[src/rtl/img_stream_pkg.sv]
// Shared image-stream definitions: default frame geometry, window border and framer FSM states.
package img_stream_pkg;

  localparam int DEFAULT_IMAGE_WIDTH  = 640;
  localparam int DEFAULT_IMAGE_HEIGHT = 480;
  localparam int WINDOW_SIZE          = 7;
  localparam int DEFAULT_BORDER       = (WINDOW_SIZE - 1) / 2;

  typedef enum logic {
    IDLE   = 1'b0,
    ACTIVE = 1'b1
  } framer_state_t;

  // Counter width for n positions, never narrower than one bit.
  function automatic int cnt_width(input int n);
    return (n > 1) ? $clog2(n) : 1;
  endfunction

endpackage

[src/rtl/pos_counter.sv]
// Raster col/row counter. Holds the position of the next beat; clear restarts at (0,0),
// and clear with advance consumes (0,0) so the following beat lands on (1,0).
module pos_counter
  import img_stream_pkg::*;
#(
  parameter int IMAGE_WIDTH  = DEFAULT_IMAGE_WIDTH,
  parameter int IMAGE_HEIGHT = DEFAULT_IMAGE_HEIGHT,
  localparam int CW = cnt_width(IMAGE_WIDTH),
  localparam int RW = cnt_width(IMAGE_HEIGHT)
) (
  input  logic          clk,
  input  logic          rst,
  input  logic          clear_i,
  input  logic          advance_i,
  output logic [CW-1:0] beat_col_o,
  output logic [RW-1:0] beat_row_o,
  output logic          last_col_o,
  output logic          last_row_o
);

  logic [CW-1:0] col_q, col_d, base_col;
  logic [RW-1:0] row_q, row_d, base_row;

  assign base_col   = clear_i ? '0 : col_q;
  assign base_row   = clear_i ? '0 : row_q;
  assign last_col_o = (base_col == CW'(IMAGE_WIDTH - 1));
  assign last_row_o = (base_row == RW'(IMAGE_HEIGHT - 1));
  assign beat_col_o = base_col;
  assign beat_row_o = base_row;

  always_comb begin
    col_d = base_col;
    row_d = base_row;
    if (advance_i) begin
      if (last_col_o) begin
        col_d = '0;
        row_d = last_row_o ? '0 : base_row + 1'b1;
      end else begin
        col_d = base_col + 1'b1;
      end
    end
  end

  always_ff @(posedge clk) begin
    if (rst) begin
      col_q <= '0;
      row_q <= '0;
    end else begin
      col_q <= col_d;
      row_q <= row_d;
    end
  end

endmodule

[src/rtl/window_out_framer.sv]
// Frames windowed-filter results into a raster stream with position, markers and border masking.
// Border masking is compiled in only when WINDOW_OUT_FRAMER_BORDER_MASK_EN is defined.
module window_out_framer
  import img_stream_pkg::*;
#(
  parameter int DATA_WIDTH   = 8,
  parameter int IMAGE_WIDTH  = DEFAULT_IMAGE_WIDTH,
  parameter int IMAGE_HEIGHT = DEFAULT_IMAGE_HEIGHT,
  parameter int BORDER       = DEFAULT_BORDER,
  parameter logic [DATA_WIDTH-1:0] BORDER_VALUE = '0,
  localparam int CW = cnt_width(IMAGE_WIDTH),
  localparam int RW = cnt_width(IMAGE_HEIGHT)
) (
  input  logic                  clk,
  input  logic                  rst,
  input  logic                  sync,
  input  logic [DATA_WIDTH-1:0] din,
  input  logic                  din_valid,
  output logic [DATA_WIDTH-1:0] dout,
  output logic                  dout_valid,
  output logic                  sof,
  output logic                  eol,
  output logic                  eof,
  output logic [CW-1:0]         col,
  output logic [RW-1:0]         row,
  output logic                  busy
);

  framer_state_t state_q, state_d;

  logic [CW-1:0]         beat_col, col_q;
  logic [RW-1:0]         beat_row, row_q;
  logic                  last_col, last_row;
  logic [DATA_WIDTH-1:0] pix, dout_q;
  logic                  dout_valid_q, sof_q, eol_q, eof_q;

  pos_counter #(
    .IMAGE_WIDTH (IMAGE_WIDTH),
    .IMAGE_HEIGHT(IMAGE_HEIGHT)
  ) u_pos (
    .clk       (clk),
    .rst       (rst),
    .clear_i   (sync),
    .advance_i (din_valid),
    .beat_col_o(beat_col),
    .beat_row_o(beat_row),
    .last_col_o(last_col),
    .last_row_o(last_row)
  );

`ifdef WINDOW_OUT_FRAMER_BORDER_MASK_EN
  logic in_border;
  assign in_border = (int'(beat_col) < BORDER) || (int'(beat_col) >= IMAGE_WIDTH - BORDER) ||
                     (int'(beat_row) < BORDER) || (int'(beat_row) >= IMAGE_HEIGHT - BORDER);
  assign pix = in_border ? BORDER_VALUE : din;
`else
  logic unused_border_cfg;
  assign unused_border_cfg = ^{BORDER_VALUE, BORDER[0]};
  assign pix = din;
`endif

  always_ff @(posedge clk) begin
    if (rst) state_q <= IDLE;
    else     state_q <= state_d;
  end

  // A beat qualified by sync opens a new frame at (0,0), so it keeps the FSM active.
  always_comb begin
    state_d = state_q;
    if (din_valid)  state_d = (last_col && last_row) ? IDLE : ACTIVE;
    else if (sync)  state_d = IDLE;
  end

  always_comb begin
    busy = (state_q == ACTIVE);
  end

  always_ff @(posedge clk) begin
    if (rst) begin
      dout_q       <= '0;
      dout_valid_q <= 1'b0;
      sof_q        <= 1'b0;
      eol_q        <= 1'b0;
      eof_q        <= 1'b0;
      col_q        <= '0;
      row_q        <= '0;
    end else begin
      dout_valid_q <= din_valid;
      sof_q        <= din_valid && (beat_col == '0) && (beat_row == '0);
      eol_q        <= din_valid && last_col;
      eof_q        <= din_valid && last_col && last_row;
      if (din_valid) begin
        dout_q <= pix;
        col_q  <= beat_col;
        row_q  <= beat_row;
      end
    end
  end

  assign dout       = dout_q;
  assign dout_valid = dout_valid_q;
  assign sof        = sof_q;
  assign eol        = eol_q;
  assign eof        = eof_q;
  assign col        = col_q;
  assign row        = row_q;

endmodule

[config.mk]
export PLATFORM = sky130hd
export DESIGN_NAME = window_out_framer
export DESIGN_NICKNAME = d
export VERILOG_FILES = /design/src/rtl/img_stream_pkg.sv /design/src/rtl/pos_counter.sv /design/src/rtl/window_out_framer.sv
export SDC_FILE = /design/constraint.sdc
export NUM_CORES = 1
export LEC_CHECK = 0
export CORE_AREA = 5 5 70 72
export DETAILED_ROUTE_END_ITERATION = 10
export DIE_AREA = 0 0 75 77
export GPL_TIMING_DRIVEN = 0
export PLACE_DENSITY = 0.77
export RECOVER_POWER = 50
export SLEW_MARGIN = 15
export SYNTH_ARGS = -nofsm -noshare
export SYNTH_HDL_FRONTEND = slang
export SYNTH_SLANG_ARGS = --single-unit
export TNS_END_PERCENT = 100
[constraint.sdc]
create_clock -name clk -period 7 [get_ports clk]
set_input_delay 1.75 -clock clk [delete_from_list [all_inputs] [get_ports clk]]
set_output_delay 1.75 -clock clk [all_outputs]
set_load 0.1 [all_outputs]
* Yosys cells after proc, flatten, opt, wreduce, memory -nomap -nowiden
Index checks and enable logic that the tools add are counted.
** Storage, ports and cells
- Register bits after elaboration :: 51
- Input bits :: 12
** Cells by class
- $add $sub $neg :: 2
- Equal/unequal tests :: 2
- Mux-type cells :: 10
- Reductions and logical operators :: 8
** Operators with widths (number)
- $mux 9 :: 4
- $mux 10 :: 3
- $add 10x1->10 const B :: 1
- $eq 10x10->1 const B :: 1
- $logic_not 10->1 :: 1
- $add 9x1->9 const B :: 1
- $eq 9x9->1 const B :: 1
- $logic_not 9->1 :: 1
- $logic_and 1x1->1 :: 5
- $mux 1 :: 3
- $reduce_bool 2->1 :: 1

* Longest topological paths before layout
- Depth in word-level cells :: 5
- Gate-level depth with buffers :: 9

* Modules after synthesis
Synthesis repeated with hierarchy kept, for this count alone.
** Unflattened totals
- Cell total of the unflattened synthesis :: 247
- Area, all modules :: 2319.7 um2
** By module, submodules not included
- pos_counter :: instances 1, cells each 140, area an instance 1174.9 um2, sequential area each 380.4 um2
- window_out_framer :: instances 1, cells each 107, area an instance 1144.8 um2, sequential area each 640.6 um2

* Least setup slack after synthesis
No wires, ideal clock.
- Kind :: input port to flip-flop
- From :: input sync
- To :: register u_pos.row_q[5]
- Data arrival time :: 3.748 ns
- Path slack :: 3.181 ns
- Stages on the path :: 7
- Buffers on the path :: 1
- Path through :: clkbuf_1 -> nor2b_1 -> ha_1 -> nand4_2 -> or4_4 -> or4b_1 -> a21oi_1
** On the way
- Elaborated cells between the ends (all ways) :: 8
- Those cells by class :: add/sub (1); eq/ne (2); mux (5)
** RTL lines
- start, declared :: line window_out_framer.sv:16 : input logic sync,
- $mux 10 :: line pos_counter.sv:24 : assign base_col = clear_i ? '0 : col_q;
- via beat_col[0] :: line window_out_framer.sv:31 : logic [CW-1:0] beat_col, col_q;
- $eq 10x10->1 :: line pos_counter.sv:26 : assign last_col_o = (base_col == CW'(IMAGE_WIDTH - 1));
- $mux 9 :: line pos_counter.sv:35 : if (last_col_o) begin
- $mux 9 :: line pos_counter.sv:34 : if (advance_i) begin
- end signal, assigned :: line pos_counter.sv:50 : row_q <= row_d;
- end, declared :: line pos_counter.sv:22 : logic [RW-1:0] row_q, row_d, base_row;
The timed path passes the listed nets, and every way through them passes these cells.
A chain may end at the register's enable or synchronous reset.

* Worst setup path in the final report
- From :: input sync
- To :: register u_pos.row_q[2]
Same word-level chain as after synthesis.

==> metrics.txt <==
outcome=completed; Rel. slew slack=0.3383; H-Tree Depth=2; ANT nets after route=0; crit-path max FO=10; first-pass GRT wire length=9.121 mm; cell taking the most area after synthesis=dfxtp_1; FF-to-FF setup slack=4.43 ns; Synth area leaders=dfxtp_1 47%, mux2i_1 8.8%, nor2_1 6.2%, nor2b_1 4.9%, a21oi_1 4.6%; minimum clock period=4.640 ns; drt pass-1 iters=4; vias per cell=5.597; Post-synth top flop=dfxtp_1; Final period util=0.6628; clock slew at reported path FFs=0.09 ns; detailed-route DRC error count=0; Worst Path Buf+Inv=3; share of cells above drive strength 1=0.04746; worst r2r dst=u_pos.row_q[2]; Max Cap Viol=0; max-slew violations=0; Post-Layout Inst Area=2783 um2; FF+latch count, synth=51; hold_sp=col[2]; Slowest-stage cell, CP=dlygate4sd3_1; Max Fclk=215.5 MHz; crit-path cells=dlygate4sd3_1, clkbuf_1, nor2b_1, ha_1, nand4_2, or4_4, buf_2, or3_1, a21oi_1; hold crit path type=flip-flop to flip-flop; hold_buf cts=0; Final TNS setup=0 ns; Die W=75 um; CP startpoint kind=input pin; Slew @ Worst Pin=0.9892 ns; worst hold slack=0.4782 ns; arrival time at the worst endpoint=4.88 ns; die height=77 um; largest net degree at the start of global routing=16; crit end category=flip-flop; post-synthesis async set-or-reset flop share=0; I/O Buffers=42; CTS buffer count=5; Cell Area, Synth=2173 um2; worst r2r path cells=7; Min-Delay Endpoint=col[2]; CTS tree=done; Placed Area=2659 um2; Initial DRC Count=247; row cnt=24; Ports=44; maximum buffer depth of the clock tree=2; commonest non-fill, non-tap cell in the layout=dfxtp_1; Tot GR Track Use=0.1995; DP Wirelength=3.835 mm; post-cts sizing count=0; nets=309; syn avg cell area=8.871 um2; Area Overhead vs Synth=28.04%; die area=5775 um2; final hold viol count=0; Gate Count Post-Synth=245; total grt overflow=0; number of flops mapped to enable cells by yosys=0; # Post-CTS Setup Buffers=0; required time of the critical path=7.24 ns; Core ar.=4234 um2; critical path class=input pin to flip-flop; Initial Util=0.5133; worst skew pair latency=0.30 ns; vias=1942; Mapped Nets=260; family with the most delay on the worst path=simple AND/OR/NAND/NOR gates; commonest cells after routing, fill and taps aside=51 x dfxtp_1, 36 x nor2_1, 22 x clkdlybuf4s50_1; Peak supply drop=112.3 uV; top-area cell type share of the netlist area=0.4698; clk sinks=51; pwr/cell area=206.8 nW/um2; Hold Path Cell Cnt=2; RSZ-0062 raised after global routing=no; GPL Wtd Cong=0.8874; setup violators final=0; clock root cell=clkbuf_8; leakage power total=1.079 nW; average routed wire per standard cell=15.51 um; initial antenna violation count=0; ANT cells=0; wirelength, routed=5.381 mm; vias in the first global route=1925; R2R Path Start=u_pos.col_q[0]; critical path's largest stage delay=0.66 ns; distinct cell type count after synthesis=39; filler instances=395; register area share after synthesis=0.4698; yosys synthesis warning count=0; skew final=0.003078 ns
-- sequential cells by signal, indices dropped and copies added, names as in the netlist --
name	cells
u_pos.col_q	10
eol	1
busy	1
col	10
dout_valid	1
sof	1
dout	8
eof	1
u_pos.row_q	9
row	9
-- per-stage QoR --
stage / utilization / total power, mW / instances / setup WS (ns)
after CTS: 0.6557 / 0.5779 / 347 / 2.374
after floorplan: - / 0.3503 / 245 / 3.181
final: 0.6572 / 0.5755 / 347 / 2.360
after global placement: 0.6280 / 0.3698 / 339 / 2.154
after global routing: 0.6572 / 0.5951 / 347 / 2.211
after detailed placement: 0.6280 / 0.3704 / 339 / 2.115
-- synth_stat cells (all sizes together) (2+ instances only) --
library cell  number
a21oi             20
a31oi              2
and3               2
buf                3
clkbuf             9
dfxtp             51
ha                 3
inv                7
mux2i             19
nand2             11
nand2b             4
nand3              9
nand4              5
nand4b             2
nor2              36
nor2b             17
nor3               9
nor4               5
o21ai              3
or2                2
or3                3
or4                5
xnor2              5
-- routing by layer --
layer / vias up / GRT usage / share of wire
met5: - / 0 / 0
met4: 0 / 0.06940 / 0.016
met3: 9 / 0.04444 / 0.060
met2: 82 / 0.3118 / 0.47
met1: 902 / 0.2664 / 0.45
li1: 949 / - / -
-- area by class of cell --
cell class / count / area [um2] / share of cell area
tap: 52 / 65.06 / 0.02338
multi-input combinational: 175 / 1086 / 0.3903
inverter: 7 / 26.28 / 0.009442
timing repair buffer: 42 / 420.4 / 0.1511
buffer: 12 / 46.29 / 0.01664
clock inverter: 2 / 35.03 / 0.01259
sequential: 51 / 1021 / 0.3669
clock buffer: 6 / 82.58 / 0.02968
-- cell families (layout without fill, tap and decap cells) --
family / Yosys count / after routing / synth area share
xor gates and xnor gates: 6 / 6 / 0.02418
DFF: 51 / 51 / 0.4698
buffers and inverters: 19 / 69 / 0.03339
muxes: 19 / 19 / 0.08751
and+or+nand+nor: 115 / 115 / 0.2821
AOI/OAI and AO/OA: 32 / 32 / 0.08579
adders and majority gates: 3 / 3 / 0.01727
-- power by group --
group	switching [mW]	leakage [nW]	internal (mW)
logic	0.0475	0.604	0.0184
registers	0.00216	0.413	0.294
clock network	0.0973	0.0612	0.116
-- worst register-to-register path: cells and delay by family, from the launching register on --
family	cells	cell delay, ns
DFF	1	0.40
adders and majority gates	1	0.25
buffers and inverters	1	0.21
and+or+nand+nor	4	1.50
AOI/OAI and AO/OA	1	0.14
-- how the worst max path moves through the flow --
| stage | slack (ns) | depth (start not counted) | from | end |
|---|---|---|---|---|
| after global routing | 2.21 | 9 | sync | u_pos.row_q[2] |
| after global placement | 2.15 | 8 | sync | u_pos.row_q[1] |
| after CTS | 2.37 | 8 | sync | u_pos.row_q[1] |
| after detailed placement | 2.11 | 8 | sync | u_pos.row_q[3] |
| final | 2.36 | 9 | sync | u_pos.row_q[2] |
| after floorplan | 3.18 | 7 | sync | u_pos.row_q[5] |
(Power assumes the default switching activity.)
